==> src/rtl/mul_iter_unit.sv <==
// Iterative RV32M multiplier (MUL/MULH/MULHSU/MULHU) for the EX stage.
// It adds one partial product per cycle in carry-save form, then resolves the pair with one carry-propagate add.
module mul_iter_unit #(
  parameter int WIDTH = 32
) (
  input  logic             clk,
  input  logic             rst_n,
  input  logic             start,
  input  logic             kill,
  input  logic [1:0]       mulop,
  input  logic [WIDTH-1:0] a,
  input  logic [WIDTH-1:0] b,
  output logic             busy,
  output logic             done,
  output logic [WIDTH-1:0] result
);

  localparam int AccW = 2*WIDTH + 1;
  localparam int CntW = $clog2(WIDTH + 1);

  typedef enum logic [1:0] {IDLE, CALC, RESOLVE, DONE} state_e;

  state_e            state_q, state_d;
  logic [WIDTH:0]    a_q, a_d, b_q, b_d;
  logic [1:0]        op_q, op_d;
  logic [AccW-1:0]   sum_q, sum_d;
  // The carry vector is always used shifted left by one, so its top bit could never matter.
  logic [AccW-2:0]   carry_q, carry_d;
  logic [CntW-1:0]   cnt_q, cnt_d;
  logic [WIDTH-1:0]  result_q, result_d;

  logic [AccW-1:0]   term, pp, cin;
  logic              last, pbit;
  logic [2*WIDTH-1:0] product;

  always_ff @(posedge clk) begin
    // NOTE: sequential state uses non-blocking assignments so every flop samples pre-edge values.
    if (!rst_n) begin
      state_q  <= IDLE;
      a_q      <= '0;
      b_q      <= '0;
      op_q     <= '0;
      sum_q    <= '0;
      carry_q  <= '0;
      cnt_q    <= '0;
      result_q <= '0;
    end else begin
      state_q  <= state_d;
      a_q      <= a_d;
      b_q      <= b_d;
      op_q     <= op_d;
      sum_q    <= sum_d;
      carry_q  <= carry_d;
      cnt_q    <= cnt_d;
      result_q <= result_d;
    end
  end

  always_comb begin
    state_d = state_q;
    unique case (state_q)
      IDLE:    if (start && !kill) state_d = CALC;
      CALC:    if (kill) state_d = IDLE;
               else if (last) state_d = RESOLVE;
      RESOLVE: state_d = kill ? IDLE : DONE;
      DONE:    state_d = IDLE;
      default: state_d = IDLE;
    endcase
  end

  always_comb begin
    busy = (state_q == CALC) || (state_q == RESOLVE);
    done = (state_q == DONE);
  end

  assign result = result_q;

  always_comb begin
    // NOTE: every comb output gets a default first, so no path can infer a latch.
    a_d      = a_q;
    b_d      = b_q;
    op_d     = op_q;
    sum_d    = sum_q;
    carry_d  = carry_q;
    cnt_d    = cnt_q;
    result_d = result_q;

    last = (cnt_q == CntW'(WIDTH));
    pbit = b_q[cnt_q];
    term = {{WIDTH{a_q[WIDTH]}}, a_q} << cnt_q;
    // The b sign-bit weight is negative: invert the term here and add the +1 through the free carry LSB.
    pp   = pbit ? (last ? ~term : term) : '0;
    cin  = {carry_q, pbit & last};
    // Low 64 bits of the 65-bit resolve, which are all the result ever uses.
    product = sum_q[2*WIDTH-1:0] + {carry_q[2*WIDTH-2:0], 1'b0};

    unique case (state_q)
      IDLE: begin
        if (start && !kill) begin
          a_d     = {a[WIDTH-1] & (mulop != 2'b11), a};
          b_d     = {b[WIDTH-1] & ~mulop[1], b};
          op_d    = mulop;
          sum_d   = '0;
          carry_d = '0;
          cnt_d   = '0;
        end
      end
      CALC: begin
        sum_d   = sum_q ^ cin ^ pp;
        carry_d = (sum_q[AccW-2:0] & cin[AccW-2:0]) |
                  (sum_q[AccW-2:0] & pp[AccW-2:0])  |
                  (cin[AccW-2:0]   & pp[AccW-2:0]);
        cnt_d   = cnt_q + CntW'(1);
      end
      RESOLVE: begin
        if (!kill)
          result_d = (op_q == 2'b00) ? product[WIDTH-1:0] : product[2*WIDTH-1:WIDTH];
      end
      default: ;
    endcase
  end

endmodule
==> config.mk <==
export PLATFORM = sky130hd
export DESIGN_NAME = mul_iter_unit
export DESIGN_NICKNAME = d
export VERILOG_FILES = /design/src/rtl/mul_iter_unit.sv
export SDC_FILE = /design/constraint.sdc
export NUM_CORES = 1
export LEC_CHECK = 0
export CORE_AREA = 2 2 166 184
export DETAILED_ROUTE_END_ITERATION = 8
export DIE_AREA = 0 0 168 186
export PLACE_DENSITY = 0.79
export SKIP_CTS_REPAIR_TIMING = 1
export SLEW_MARGIN = 20
export SYNTH_ARGS = -nofsm -noshare
export SYNTH_HDL_FRONTEND = slang
export SYNTH_SLANG_ARGS = --single-unit
export TNS_END_PERCENT = 5
==> constraint.sdc <==
create_clock -name clk -period 4.1 [get_ports clk]
set_clock_uncertainty 0.1 [all_clocks]
set_input_delay 0.615 -clock clk [delete_from_list [all_inputs] [get_ports clk]]
set_output_delay 0.615 -clock clk [all_outputs]
set_load 0.05 [all_outputs]
### Yosys cells after proc, flatten, opt, wreduce, memory -nomap -nowiden

Cells that the tools add are included.

* register bits after elaboration: 237
* bits of input ports: 70
* output and inout port bits: 34
* word-level logic and storage cells: 58

* add/sub/neg operators: 2
* $lt $le $gt $ge: 1
* eq/ne operators: 7
* shift-type cells: 1
* multiplexer cells: 16
* bitwise logic cells: 13
* reductions and logical operators: 10

Operators by type and width (number)
* 2-to-1 mux 65 bit: 3
* bitwise AND 64 bit: 3
* case mux 65 bit (2 select lines): 1
* XOR 65 bit: 2
* OR 64 bit: 2
* case mux 64 bit (2 select lines): 1
* inverter 65 bit: 1
* left shift 65 x 6 -> 65 bit: 1
* adder 64 bit: 1
* 2-to-1 mux 64 bit: 1
* 2-to-1 mux 32 bit: 1
* case mux 6 bit (2 select lines): 1
* 2-to-1 mux 2 bit: 4
* case mux 2 bit (4 select lines): 1
* AND reduction 2 bit: 4
* < comparator 6 x 7 -> 1 bit (second input constant): 1
* adder 6 x 1 -> 6 bit (second input constant): 1
* binary-select mux 1 bit (select 6 bit): 1
* == test 6 bit (second input constant): 1
* 2-to-1 mux 6 bit: 1
* == test 2 bit (second input constant): 2
* logical NOT 2 bit: 2
* != test 2 bit (second input constant): 2
* bitwise AND 1 bit: 3
* other kinds (8): 9

### Depth between registers and ports, before layout

Gate-level depths: netlist of run 1.

* depth in word-level cells: 8
* gate-level depth with buffers: 18

### Least setup slack after synthesis of run 1

Ideal clock, no wire load.

* kind: reg-to-reg
* from: register cnt_q[0]
* to: register sum_q[60]
* library setup time: 0.128 ns
* data arrival time: 3.025 ns
* data required time: 3.872 ns
* path slack: 0.848 ns
* cell stages (with the launch flop): 18
* period minus slack after synthesis: 3.252 ns
* cell sequence: dfxtp_1 > buf_2 > buf_4 > buf_2 > buf_2 > mux2i_1 > nor2_1 > a31oi_1 > nand2_1 > o21ai_1 > mux2i_1 > a21oi_1 > xor2_1 > nand2_1 > fa_1 > nor2_1 > a21oi_1 > nor2_1

* longest elaborated chain between the ends: 6

RTL lines
* from (decl): line 29 `logic [CntW-1:0] cnt_q, cnt_d;`
* from (signal assigned): line 54 `cnt_q <= cnt_d;`
* left shift 65 x 6 -> 65 bit: line 90 `term = {{WIDTH{a_q[WIDTH]}}, a_q} << cnt_q;`
* inverter 65 bit: line 92 `pp = pbit ? (last ? ~term : term) : '0;`
* 2-to-1 mux 65 bit: line 92
* 2-to-1 mux 65 bit *: line 92
* XOR 65 bit *: line 109 `sum_d = sum_q ^ cin ^ pp;`
* case mux 65 bit (2 select lines) *: line 97 `unique case (state_q)`
* to (signal assigned): line 52 `sum_q <= sum_d;`
* to (decl): line 26 `logic [AccW-1:0] sum_q, sum_d;`

Every way passes the cells marked *; elsewhere a longest branch is shown, timed or not. The select of a mux whose other input is x is not followed.
A chain may end at the register's enable or synchronous reset.

### Worst setup path in the final report of run 1

* from: register cnt_q[1]
* to: register sum_q[53]

The elaborated chain is that of the path after synthesis.

==> results of run 1 <==
[per-layer routing]
metal / share of wire (%) / track usage [%] / routed length, µm / up-vias
li1: - / - / - / 7995
met3: 6.8 / 3.21 / 3610 / 170
met2: 45 / 54.5 / 23800 / 739
met4: 6.7 / 19.9 / 3590 / 0
met5: 0 / 0 / 0 / -
met1: 42 / 44.6 / 22500 / 7832
[cell usage after synthesis, drive strengths merged (14+ instances only)]
library cell | n | area (µm²)
mux2i | 59 | 591
fa | 64 | 1280
nor2b | 14 | 87.6
o21bai | 14 | 105
a21o | 19 | 143
a211oi | 16 | 125
nor3 | 20 | 100
o21ai | 135 | 676
buf | 31 | 150
nand4 | 24 | 150
a21oi | 391 | 1960
nor2 | 362 | 1360
dfxtp | 235 | 4700
clkbuf | 125 | 469
nand2 | 300 | 1130
mux4 | 25 | 578
xor2 | 29 | 254
xnor2 | 61 | 534
inv | 161 | 604
nand3 | 24 | 120
mux2 | 30 | 345
ha | 69 | 863
[how the worst max path moves through the flow]
stage / start / to
after CTS: cnt_q[0] / sum_q[50]
after floorplan: cnt_q[0] / sum_q[60]
after global placement: cnt_q[0] / sum_q[50]
final: cnt_q[1] / sum_q[53]
after global routing: cnt_q[1] / sum_q[53]
after detailed placement: cnt_q[0] / sum_q[50]
[metrics by stage]
stage,utilization [%],power [mW],setup slack (ns),TNS [ns]
2_1_floorplan,-,2.87,0.848,0
3_3_place_gp,63.4,3.11,0.132,0
3_5_place_dp,63.4,3.12,-0.0303,-0.0303
4_1_cts,66.4,5.48,-0.0658,-0.0658
5_1_grt,66.4,5.64,0.0325,0
6_report,66.4,5.47,0.226,0
[worst register-to-register path, cell delays in order (launching register included)]
cell     delay [ns]
dfxtp_2        0.47
buf_12         0.27
buf_4          0.26
mux2i_1        0.28
mux2i_1        0.16
mux2_2         0.33
o21ai_0        0.23
o21ai_0        0.32
nand2_1        0.15
o21ai_0        0.12
xnor2_1        0.18
nand2_1        0.12
fa_1           0.51
nor2_1         0.04
a21oi_1        0.13
nor2_1         0.05
[sequential cells by signal, indices dropped and copies added, names as in the netlist]
signal and cells:
sum_q 64, cnt_q 6, result 32, b_q 33, carry_q 63, op_q 2
a_q 33, state_q 2
[power by group]
| part | leakage, nW | switching [mW] | internal [mW] | total, mW |
|---|---|---|---|---|
| registers | 1.90 | 0.0418 | 2.33 | 2.37 |
| clock network | 0.421 | 0.974 | 1.41 | 2.39 |
| logic | 4.42 | 0.463 | 0.252 | 0.715 |
| total | 6.74 | 1.48 | 3.99 | 5.47 |
[cell type report]
type | count | area (µm²)
Multi-Input combinational cell | 1793 | 11500
Clock inverter | 8 | 138
Inverter | 163 | 617
Clock buffer | 37 | 721
Timing Repair Buffer | 137 | 1340
Sequential cell | 235 | 4710
Fill cell | 2532 | 9860
Tap cell | 374 | 468
[kinds of logic (layout without fill, tap and decap cells)]
logic type               Yosys count  after routing
buffers and inverters            319            345
multiplexers                     114            114
XOR/XNOR                          90             90
adder cells (fa/ha/maj)          133            133
AND/OR/NAND/NOR                  783            783
flip-flops                       235            235
AO/OA/AOI/OAI                    673            673
==> results.md, run 1 <==
* Crit Path Category: flop to flop
* Sequential area share after synthesis at about 27%
* Synthesized net count at 2550
* Core Box Area at 29300 µm²
* GRT Residual Overflow at 0
* Mux cell area share after synthesis at under 10%
* First DRT Iteration DRCs at between 1500 and 2000
* Via count at ~17000
* Worst-Margin Slew at between 1 and 1.5 ns
* Fin crit share at between 90% and 100%
* Via count of the first global-routing pass at 15600
* Worst path max stage delay at between 0.5 and 0.6 ns
* Die width at around 170 µm
* Synth async-reset ratio at 0%
* First-pass GRT wire length at between 80000 and 90000 µm
* Relative slew slack at between 20% and 30%
* Area of the die at 31200 µm²
* DR pass1 iterations at 5
* IO Count at between 100 and 150
* Latest clock arrival within the worst-skew pair at approximately 0.56 ns
* Total of max-cap violations at 0
* Drt drc at 0
* FF-to-FF path depth at 15
* Vias per cell at between 6 and 7
* RSZ-0062 raised after global routing: no
* Bufs and invs on worst path at 2
* Commonest non-fill, non-tap cells in the layout: a21oi_1, nor2_1, nand2_1
* Outcome: finished, final reports clean
* Synth Area in Simple Gates at between 10% and 20%
* Hold EP: b_q[21]
* Total GRT Usage at around a third
* Inserted Diodes at 0
* CP Capture Type: flop
* Clock buffer depth at 3
* CTS tree: yes
* Mapped cell area at 17400 µm²
* Yosys cell types at slightly below 70
* Reg2reg setup slack at ~0.23 ns
* WP depth at 15
* Synthesis-to-layout area growth at 12.1%
* Synth Instances at 2347
* Lkg Pwr at between 6 and 7 nW
* Synth Area in Compound Gates at 21.8%
* Slowest CP cell: fa_1
* Post-route insts no fill at ~2700
* Min-Delay Path Class: flop to flop
* Layout cells sized above 1 at under 10%
* Max Slew Vio Count at 0
* H-tree depth at 1
* Hold path start: b_q[21]
* CP top delay family: compound AO/OA/AOI/OAI gates
* Initial antenna violation count at 0
* Final WL at between 50000 and 60000 µm
* Final Hold Viols at 0
* Worst vdd ir at around 0.00025 V
* TritonCTS buffer count at 25
* HPWL Detailed at 40900 µm
* CTS root buf: clkbuf_16
* Post-DR wirelength/cell at roughly 20 µm
* Post-route ant nets at 0
* Commonest non-fill, non-tap cell in the layout: a21oi_1
* Data arrival, critical path at roughly 4.2 ns
* Critical-path cell list: buf_12, buf_4, mux2i_1, mux2i_1, mux2_2, o21ai_0, o21ai_0, nand2_1, o21ai_0, xnor2_1, nand2_1, fa_1, nor2_1, a21oi_1, nor2_1
* Initial core utilization at between 50% and 60%
* Worst setup SP type: flop
* Sink Count at 235
* Final net count at around 2600
* Fmax at around 0.26 GHz
* EDFF count, synth at 0
* Num rows at 66
* Gpl congestion at about 0.99
* Area after DPL at roughly 19000 µm²
* Placed insts at between 2000 and 3000
* Largest net degree at the start of global routing at around 130
* CP required at between 4 and 5 ns
* Most frequent CP cell: o21ai_0
* Design area at 19500 µm²
* Pwr dens at 281 nW/µm²
* Hold path depth at 2
* Number of port buffers at a little over 100
* CTS clock-pin slew for the worst setup and hold paths at around 0.060 ns
* Reg-to-reg endpoint: sum_q[53]
* Final setup viols at 0
* Synthesized area per cell at 7.40 µm²
* Post-layout minimum cycle time at approximately 3.9 ns
* Min Hold Slack at roughly 0.36 ns
* FF+latch count, synth at around 240
* Die Y-Extent at 186 µm
* Post-Synth Adder-Cell Area at between 10% and 20%
* Main synth FF type: dfxtp_1
* Largest family of logic cells by synthesized area: compound AO/OA/AOI/OAI gates
* Max FO, Critical Path at 43
* Xor/xnor share of the synthesized area at 4.54%
* RR Startpoint: cnt_q[1]
* Yosys warnings at 0
Note: power is estimated with default switching activity, not from simulation.
==> run 2, diff against run 1 <==
Settings changed: PLACE_DENSITY 0.79 to 0.89.
Clock period 4.1 ns to 3.7 ns, I/O delays scaled along.
==> results.md, run 2 (synthesis gave the netlist of run 1 again) <==
* Area of the die at 31200 µm² (unchanged)
* Core Box Area at 29300 µm² (unchanged)
* Clock buffer depth at 3 (unchanged)
* Final Hold Viols at 0 (unchanged)
* Final setup viols at 0 (unchanged)
* Gpl congestion at 1.00 (was 0.989)
* First DRT Iteration DRCs at 1646 (was 1521)
* H-tree depth at 1 (unchanged)
* Outcome: finished, final reports clean (unchanged)
* Via count at 17000 (was 16700)
* Worst-Margin Slew at 0.916 ns (was 1.15 ns)
* Max FO, Critical Path at 26 (was 43)
* Number of port buffers at 103 (unchanged)
* Met3 usage in global routing at 4.81% (was 3.21%)
* Drt drc at 0 (unchanged)
* Lkg Pwr at 6.98 nW (was 6.74 nW)
* Number of flip-flops in the largest register at 64 (unchanged)
* GRT Residual Overflow at 0 (unchanged)
* Sink Count at 235 (unchanged)
* CP Capture Type: flop (unchanged)
* Final net count at 2607 (was 2558)
* Final WL at 55000 µm (was 53500 µm)
* FF-to-FF path depth at 15 (unchanged)
* HPWL Detailed at 41800 µm (was 40900 µm)
* Pwr dens at 306 nW/µm² (was 281 nW/µm²)
* Design area at 19900 µm² (was 19500 µm²)
* Layout cells sized above 1 at 8.54% (was 6.15%)
* Initial antenna violation count at 1 (was 0)
* DP Worst Slack at -0.158 ns (was -0.0303 ns)
* RSZ-0062 raised after global routing: yes (was no)
* IO Count at 104 (unchanged)
* Data arrival, critical path at 3.90 ns (was 4.19 ns)
* Max Slew Vio Count at 0 (unchanged)
* Post-layout minimum cycle time at 3.56 ns (was 3.87 ns)
* Met2 Use GR at 56.9% (was 54.5%)
* Min-Delay Path Class: flop to flop (unchanged)
* Largest net degree at the start of global routing at 78 (was 129)
* GRT met1 Usage at 43.4% (was 44.6%)
* CTS root buf: clkbuf_16 (unchanged)
* First-pass GRT wire length at 85300 µm (was 83800 µm)
* Latest clock arrival within the worst-skew pair at 0.56 ns (about the same)
* Area after DPL at 19000 µm² (was 18600 µm²)
* Critical-path cell list: buf_12, inv_1, mux2i_1, mux2_2, nor2_1, a21oi_1, nand2_1, o21ai_1, a21oi_1, xor2_1, nand2_1, fa_1, nor2_1, a21oi_1, nor2_1 (was buf_12, buf_4, mux2i_1, mux2i_1, mux2_2, o21ai_0, o21ai_0, nand2_1, o21ai_0, xnor2_1, nand2_1, fa_1, nor2_1, a21oi_1, nor2_1)
* CTS clock-pin slew for the worst setup and hold paths at 0.06 ns (about the same)
* Total of max-cap violations at 0 (unchanged)
* Via count of the first global-routing pass at 16100 (was 15600)
* Post-DR wirelength/cell at 19.6 µm (was 19.5 µm)
* CP required at 4.04 ns (was 4.42 ns)
* Crit Path Category: flop to flop (unchanged)
* Worst path max stage delay at 0.67 ns (was 0.51 ns)
* DR pass1 iterations at 6 (was 5)
* Setup TNS Final at 0 ns (unchanged)
* Total GRT Usage at 34.5% (was 33.8%)
* CTS tree: yes (unchanged)
* Vias per cell at 6.08 (was 6.09)
* Top Registers: sum_q: 64 flops, carry_q: 63 flops (unchanged)
* Fmax at 0.281 GHz (was 0.258 GHz)
* Relative slew slack at 38.3% (was 23.4%)
* Num rows at 66 (unchanged)
* Synthesis-to-layout area growth at 14.4% (was 12.1%)
* Worst vdd ir at 0.000365 V (was 0.000249 V)
* Commonest non-fill, non-tap cell in the layout: a21oi_1 (unchanged)
* TritonCTS buffer count at 26 (was 25)
* Setup WS post-layout at 0.144 ns (was 0.226 ns)
* Initial core utilization at 59.2% (unchanged)
* GRT Max-Usage Layer: met2 (unchanged)
* Post-route ant nets at 0 (unchanged)
* Worst setup SP type: flop (unchanged)
* Fin crit share at 96.1% (was 94.5%)
* Die width at 168 µm (unchanged)
* Die Y-Extent at 186 µm (unchanged)
* Slowest CP cell: a21oi_1 (was fa_1)
* Biggest register: sum_q (unchanged)
* Commonest non-fill, non-tap cells in the layout: a21oi_1, nor2_1, nand2_1 (unchanged)
* Hold path depth at 2 (unchanged)
## run 2: cell count changes in the layout (fill, tap and decap cells not counted), sizes merged
cell,before,now
buf,34,82
clkinv,3,13
clkbuf,37,29
clkinvlp,0,3
bufinv,3,2
diode,0,1
inv,165,164
## run 2: cell type report
| cell class | count | area, µm² |
|---|---|---|
| diodes | 1 | 2.50 |
| clock buffers | 29 | 672 |
| clock inverters | 19 | 175 |
| fillers | 2387 | 9450 |
| inverters | 163 | 617 |
| multi-input cells | 1793 | 11500 |
| flip-flops and latches | 235 | 4710 |
| well taps | 374 | 468 |
| repair buffers | 185 | 1730 |
## run 2: through the flow
stage / hold slack (ns) / utilization [%] / power (mW) / cells
floorplan: 0.332 / - / 3.18 / 2347
global placement: 0.344 / 64.7 / 3.50 / 2749
detailed placement: 0.347 / 64.7 / 3.52 / 2749
CTS: 0.353 / 67.6 / 6.09 / 2797
global route: 0.372 / 67.8 / 6.26 / 2798
finish: 0.354 / 67.8 / 6.08 / 2799
## run 2: path summary, 6_finish.rpt
check	from	to	slack, ns
worst max-delay path	cnt_q[0]	sum_q[62]	0.14
worst min-delay path	b_q[2]	b_q[2]	0.35
worst max register to register	cnt_q[0]	sum_q[62]	0.14
worst min register to register	b_q[2]	b_q[2]	0.35
## run 2: per-layer routing
layer	vias to the layer above	routed length, µm
met3	124	3880
met4	0	3300
met1	8044	22400
met2	752	25400
met5	-	0
li1	8095	-
## run 2: critical path: cells and delay by family (launching register included)
family	cells	cell delay, ns
flops	1	0.41
mux	2	0.52
xor+xnor	1	0.15
fa+ha+maj	1	0.50
buf+inv	2	0.40
simple gates	5	0.33
compound gates	4	1.02
## run 2: report_power, final
| part | switching (mW) | leakage [nW] | internal (mW) | total, mW |
|---|---|---|---|---|
| sequential | 0.0482 | 1.90 | 2.58 | 2.63 |
| combinational | 0.547 | 4.67 | 0.316 | 0.863 |
| clock | 1.13 | 0.418 | 1.46 | 2.59 |
==> run 3, diff against run 2 <==
Settings changed: CORE_AREA 2 2 166 184 to 2 2 164 182, DIE_AREA 0 0 168 186 to 0 0 166 184, PLACE_DENSITY 0.89 to 0.91.
==> results.md, run 3 (synthesis gave the netlist of run 1 again) <==
* Sequential power share at 42.5% (was 43.2%)
* Post-route ant nets at 0 (unchanged)
* Die Y-Extent at 184 µm (was 186 µm)
* Total GRT Usage at 35.2% (was 34.5%)
* Worst-Margin Slew at 0.894 ns (was 0.916 ns)
* Top Registers: sum_q: 64 flops, carry_q: 63 flops (unchanged)
* Clock buffer depth at 3 (unchanged)
* Combinational power share at 13.9% (was 14.2%)
* Via count at 17500 (was 17000)
* RSZ-0062 raised after global routing: yes (unchanged)
* Final-layout fill cell count at 2152 (was 2387)
* Latest clock arrival within the worst-skew pair at 0.54 ns (was 0.56 ns)
* Commonest non-fill, non-tap cells in the layout: a21oi_1, nor2_1, nand2_1 (unchanged)
* H-tree depth at 1 (unchanged)
* CP Capture Type: flop (unchanged)
* Initial antenna violation count at 0 (was 1)
* Setup TNS Final at 0 ns (unchanged)
* Post-layout minimum cycle time at 3.67 ns (was 3.56 ns)
* Synthesis-to-layout area growth at 14.5% (was 14.4%)
* Min-Delay Path Class: flop to flop (unchanged)
* Initial core utilization at 60.8% (was 59.2%)
* Design area at 19900 µm² (about the same)
* Crit Path Category: flop to flop (unchanged)
* Setup WS post-layout at 0.0328 ns (was 0.144 ns)
* CTS clock-pin slew for the worst setup and hold paths at 0.07 ns (was 0.06 ns)
* Layout cells sized above 1 at 8.56% (was 8.54%)
* Commonest non-fill, non-tap cell in the layout: a21oi_1 (unchanged)
* Max FO, Critical Path at 3 (was 26)
* Area of the die at 30500 µm² (was 31200 µm²)
* Data arrival, critical path at 4.01 ns (was 3.90 ns)
* Outcome: finished, final reports clean (unchanged)
* Die width at 166 µm (was 168 µm)
* Sw power at 1.74 mW (was 1.72 mW)
* IO Count at 104 (unchanged)
* Int Pwr at 4.45 mW (was 4.36 mW)
* GRT Residual Overflow at 0 (unchanged)
* Lkg Pwr at 6.96 nW (was 6.98 nW)
* Fmax at 0.273 GHz (was 0.281 GHz)
* Area after DPL at 18800 µm² (was 19000 µm²)
* First-pass GRT wire length at 87000 µm (was 85300 µm)
* Biggest register: sum_q (unchanged)
* Largest net degree at the start of global routing at 90 (was 78)
* Drt drc at 0 (unchanged)
* Final setup viols at 0 (unchanged)
* Num rows at 65 (was 66)
* Clock share of power at 43.6% (was 42.6%)
* First DRT Iteration DRCs at 2070 (was 1646)
* CP required at 4.05 ns (was 4.04 ns)
* Worst setup SP type: flop (unchanged)
* Final net count at 2603 (was 2607)
* Pwr dens at 311 nW/µm² (was 306 nW/µm²)
* Worst vdd ir at 0.000337 V (was 0.000365 V)
* Number of port buffers at 103 (unchanged)
* DP Worst Slack at -0.186 ns (was -0.158 ns)
* Final Hold Viols at 0 (unchanged)
* Number of flip-flops in the largest register at 64 (unchanged)
* CTS tree: yes (unchanged)
* Vias per cell at 6.27 (was 6.08)
* DR pass1 iterations at 8 (was 6)
* Total of max-cap violations at 0 (unchanged)
* Post-DR wirelength/cell at 20.0 µm (was 19.6 µm)
* TritonCTS buffer count at 25 (was 26)
* Net Sw Frac at 28.1% (was 28.4%)
* HPWL Detailed at 40400 µm (was 41800 µm)
* Gpl congestion at 1.03 (was 1.00)
* Sink Count at 235 (unchanged)
* Final WL at 55800 µm (was 55000 µm)
* Fin crit share at 99.1% (was 96.1%)
* Core Box Area at 28500 µm² (was 29300 µm²)
* CTS root buf: clkbuf_16 (unchanged)
* Max Slew Vio Count at 0 (unchanged)
* Inserted Diodes at 0 (was 1)
* Relative slew slack at 40.4% (was 38.3%)
* Via count of the first global-routing pass at 16500 (was 16100)
==> run 3: power groups by stage <==
stage               Combinational, mW  Clock (mW)  Sequential (mW)
floorplan                       0.514           0             2.67
global placement                0.785           0             2.68
detailed placement              0.799           0             2.69
CTS                             0.806        2.70             2.63
global route                    0.911        2.81             2.63
finish                          0.859        2.70             2.63
==> run 3: through the flow <==
step / cells / hold slack [ns] / utilization (%) / power, mW
floorplan: 2347 / 0.332 / - / 3.18
global placement: 2727 / 0.343 / 65.9 / 3.47
detailed placement: 2727 / 0.350 / 65.9 / 3.49
CTS: 2772 / 0.355 / 69.0 / 6.14
global route: 2786 / 0.373 / 69.6 / 6.35
finish: 2786 / 0.356 / 69.6 / 6.19
==> run 3: worst max-delay path, stage by stage (launching register included) <==
cell and delay (ns):
dfxtp_1 0.33, ha_1 0.31, and2_1 0.18, a221oi_1 0.54, a21oi_1 0.17, o22a_1 0.27, o21ai_1 0.29, a2111oi_1 0.13
buf_4 0.18, o31ai_1 0.38, a21oi_2 0.12, o211a_1 0.29, o31ai_1 0.27
==> run 3: cell type report <==
type / count / area, µm² / area share [%]
inverters: 163 / 624 / 3.14
clock buffers: 28 / 647 / 3.25
multi-input cells: 1793 / 11500 / 57.9
clock inverters: 17 / 220 / 1.11
well taps: 368 / 460 / 2.32
flip-flops and latches: 235 / 4710 / 23.7
repair buffers: 182 / 1690 / 8.52
==> run 3: layer usage <==
metal / part of all wire (%) / GRT usage [%] / vias to the layer above / wire (µm)
met1: 39 / 45.2 / 8184 / 21600
met3: 8.9 / 4.87 / 197 / 4970
met2: 46 / 56.9 / 1000 / 25400
met5: 0 / 0 / - / 0
li1: - / - / 8078 / -
met4: 6.8 / 21.0 / 0 / 3770
==> run 3: path summary, 6_finish.rpt <==
| path | startpoint | endpoint | slack, ns | cells after the start |
|---|---|---|---|---|
| max | sum_q[5] | result[29] | 0.03 | 12 |
| min | b_q[15] | b_q[15] | 0.36 | 2 |
| min reg2reg | b_q[15] | b_q[15] | 0.36 | 2 |
| max reg2reg | sum_q[5] | result[29] | 0.03 | 12 |
==> RTL edit (flow settings as in run 2) <==
Encoding of `state_e`: now one-hot (4 bits for 4 states).
--- a/src/rtl/mul_iter_unit.sv
+++ b/src/rtl/mul_iter_unit.sv
@@ -19,5 +19,5 @@
   localparam int CntW = $clog2(WIDTH + 1);
 
-  typedef enum logic [1:0] {IDLE, CALC, RESOLVE, DONE} state_e;
+  typedef enum logic [3:0] {IDLE = 4'b0001, CALC = 4'b0010, RESOLVE = 4'b0100, DONE = 4'b1000} state_e;
 
   state_e            state_q, state_d;
Formal check against the unedited RTL: no difference found for any inputs over 10 cycles, from zero or initial values and one cycle with rst_n low; not proved beyond that.
==> RTL edit against run 2 <==
- worst hold slack got worse by 2.1 ps
- non-clock buffer count up 6
- sequential cell count is 2 higher
- wire length increased by 4.2%
- worst setup slack worse by 81 ps
- sequential share of layout area fell by 0.33 points
- total power shrank 1.1%
- critical endpoint is now sum_q[22]
- critical path type unchanged
- synthesized area grew 2.2%
- largest power group is now clock
- final cell count down 1.0%
- cell area grew 2.3%
- sequential power about the same
- synthesized cell count about the same
==> RTL edit: results <==
group,metric,value,unit
synthesis,synth_top_cells_by_count,"347 x nor2_1, 296 x nand2_1, 253 x a21oi_1",
detailed_routing,drt_iter0_drc,2000,
detailed_routing,wl_per_cell,20.7,um
sta,layout_setup_ws,62.2,ps
synthesis,synth.distinct_cells,75,
power_and_ir_drop,p_int,4570,uW
finish,n_antenna_cell,0,
worst_setup_path,path_max_fanout,33,
detailed_routing,dr_wl_met2,26300,um
placement,dp_hpwl,41900,um
worst_setup_path,crit_path_start,"cnt_q[2]",
synthesis,ys_seq_area_share,26.7,%
placement,post-place-ws,9.68,ps
global_routing,grt_pass1_vias,16700,
power_and_ir_drop,power.leakage,0.00734,uW
finish,drive_gt1_share,9.27,%
finish,nets,2574,
placement,dpl.cell_count,2722,
finish,top_regs,"sum_q x64, carry_q x63",
detailed_routing,via_per_inst,6.35,
global_routing,use_met3,5.57,%
worst_setup_path,reg2reg_depth,12,
worst_setup_path,reg2reg_to,"sum_q[22]",
detailed_routing,wl_met1,22400,um
sta,whs,352,ps
synthesis,synthMuxAreaShare,8.63,%
synthesis,netlist_instances,2346,
power_and_ir_drop,ir_drop,0.321,mV
status,outcome,"finished clean",
global_routing,grt_use_total,36.3,%
placement,dpl_cell_area,19300,sq um
worst_setup_path,crit_end,"sum_q[22]",
global_routing,grtUsageMet2,59.3,%
placement,finalWeightedCongestion,1.01,
global_routing,grt_max_degree,150,
synthesis,yosys.area_share.xor_xnor,4.25,%
worst_setup_path,cp_slowest_cell,"mux4_2",
## RTL edit: changes by cell type in the layout (fill, tap and decap cells not counted), moves of 10 or more
cell | before | now
a21oi_1 | 389 | 247
a21o_1 | 19 | 36
o21ai_1 | 29 | 14
nor2_1 | 360 | 347
xnor2_1 | 61 | 49
mux2_2 | 25 | 15
inv_1 | 159 | 145
mux4_2 | 21 | 36
a31oi_1 | 11 | 142
## RTL edit: critical path, delay by kind of cell (launching register included)
kind                     cells  cell delay (ps)
AO/OA/AOI/OAI                3              720
AND/OR/NAND/NOR              4              450
multiplexers                 3             1050
buffers and inverters        1              190
adder cells (fa/ha/maj)      1              530
flip-flops                   1              500
## RTL edit: logic make-up after synthesis
logic type                 count (synthesis)
xor gates and xnor gates                  86
DFF                                      237
buffers and inverters                    338
and+or+nand+nor                          778
muxes                                    106
adders and majority gates                128
AOI/OAI and AO/OA                        673
## RTL edit: power groups by stage
| stage | registers [uW] | logic, uW | clock network [uW] |
|---|---|---|---|
| final | 2620 | 465 | 2930 |
| after floorplan | 2660 | 272 | 0 |
| after CTS | 2620 | 452 | 2930 |
| after global placement | 2680 | 441 | 0 |
| after detailed placement | 2680 | 448 | 0 |
| after global routing | 2620 | 499 | 3030 |
## RTL edit: final cells by class
type / count / area [sq um]
Sequential cell: 237 / 4750
Clock buffer: 33 / 717
Tap cell: 374 / 468
Multi-Input combinational cell: 1771 / 11800
Inverter: 149 / 564
Clock inverter: 15 / 244
Timing Repair Buffer: 191 / 1820
Fill cell: 2272 / 9000
## RTL edit: worst min path at each step
stage	start	end
after floorplan	b_q[32]	b_q[32]
after global placement	b_q[24]	b_q[24]
after detailed placement	b_q[18]	b_q[18]
after CTS	b_q[11]	b_q[11]
after global routing	b_q[11]	b_q[11]
final	b_q[11]	b_q[11]
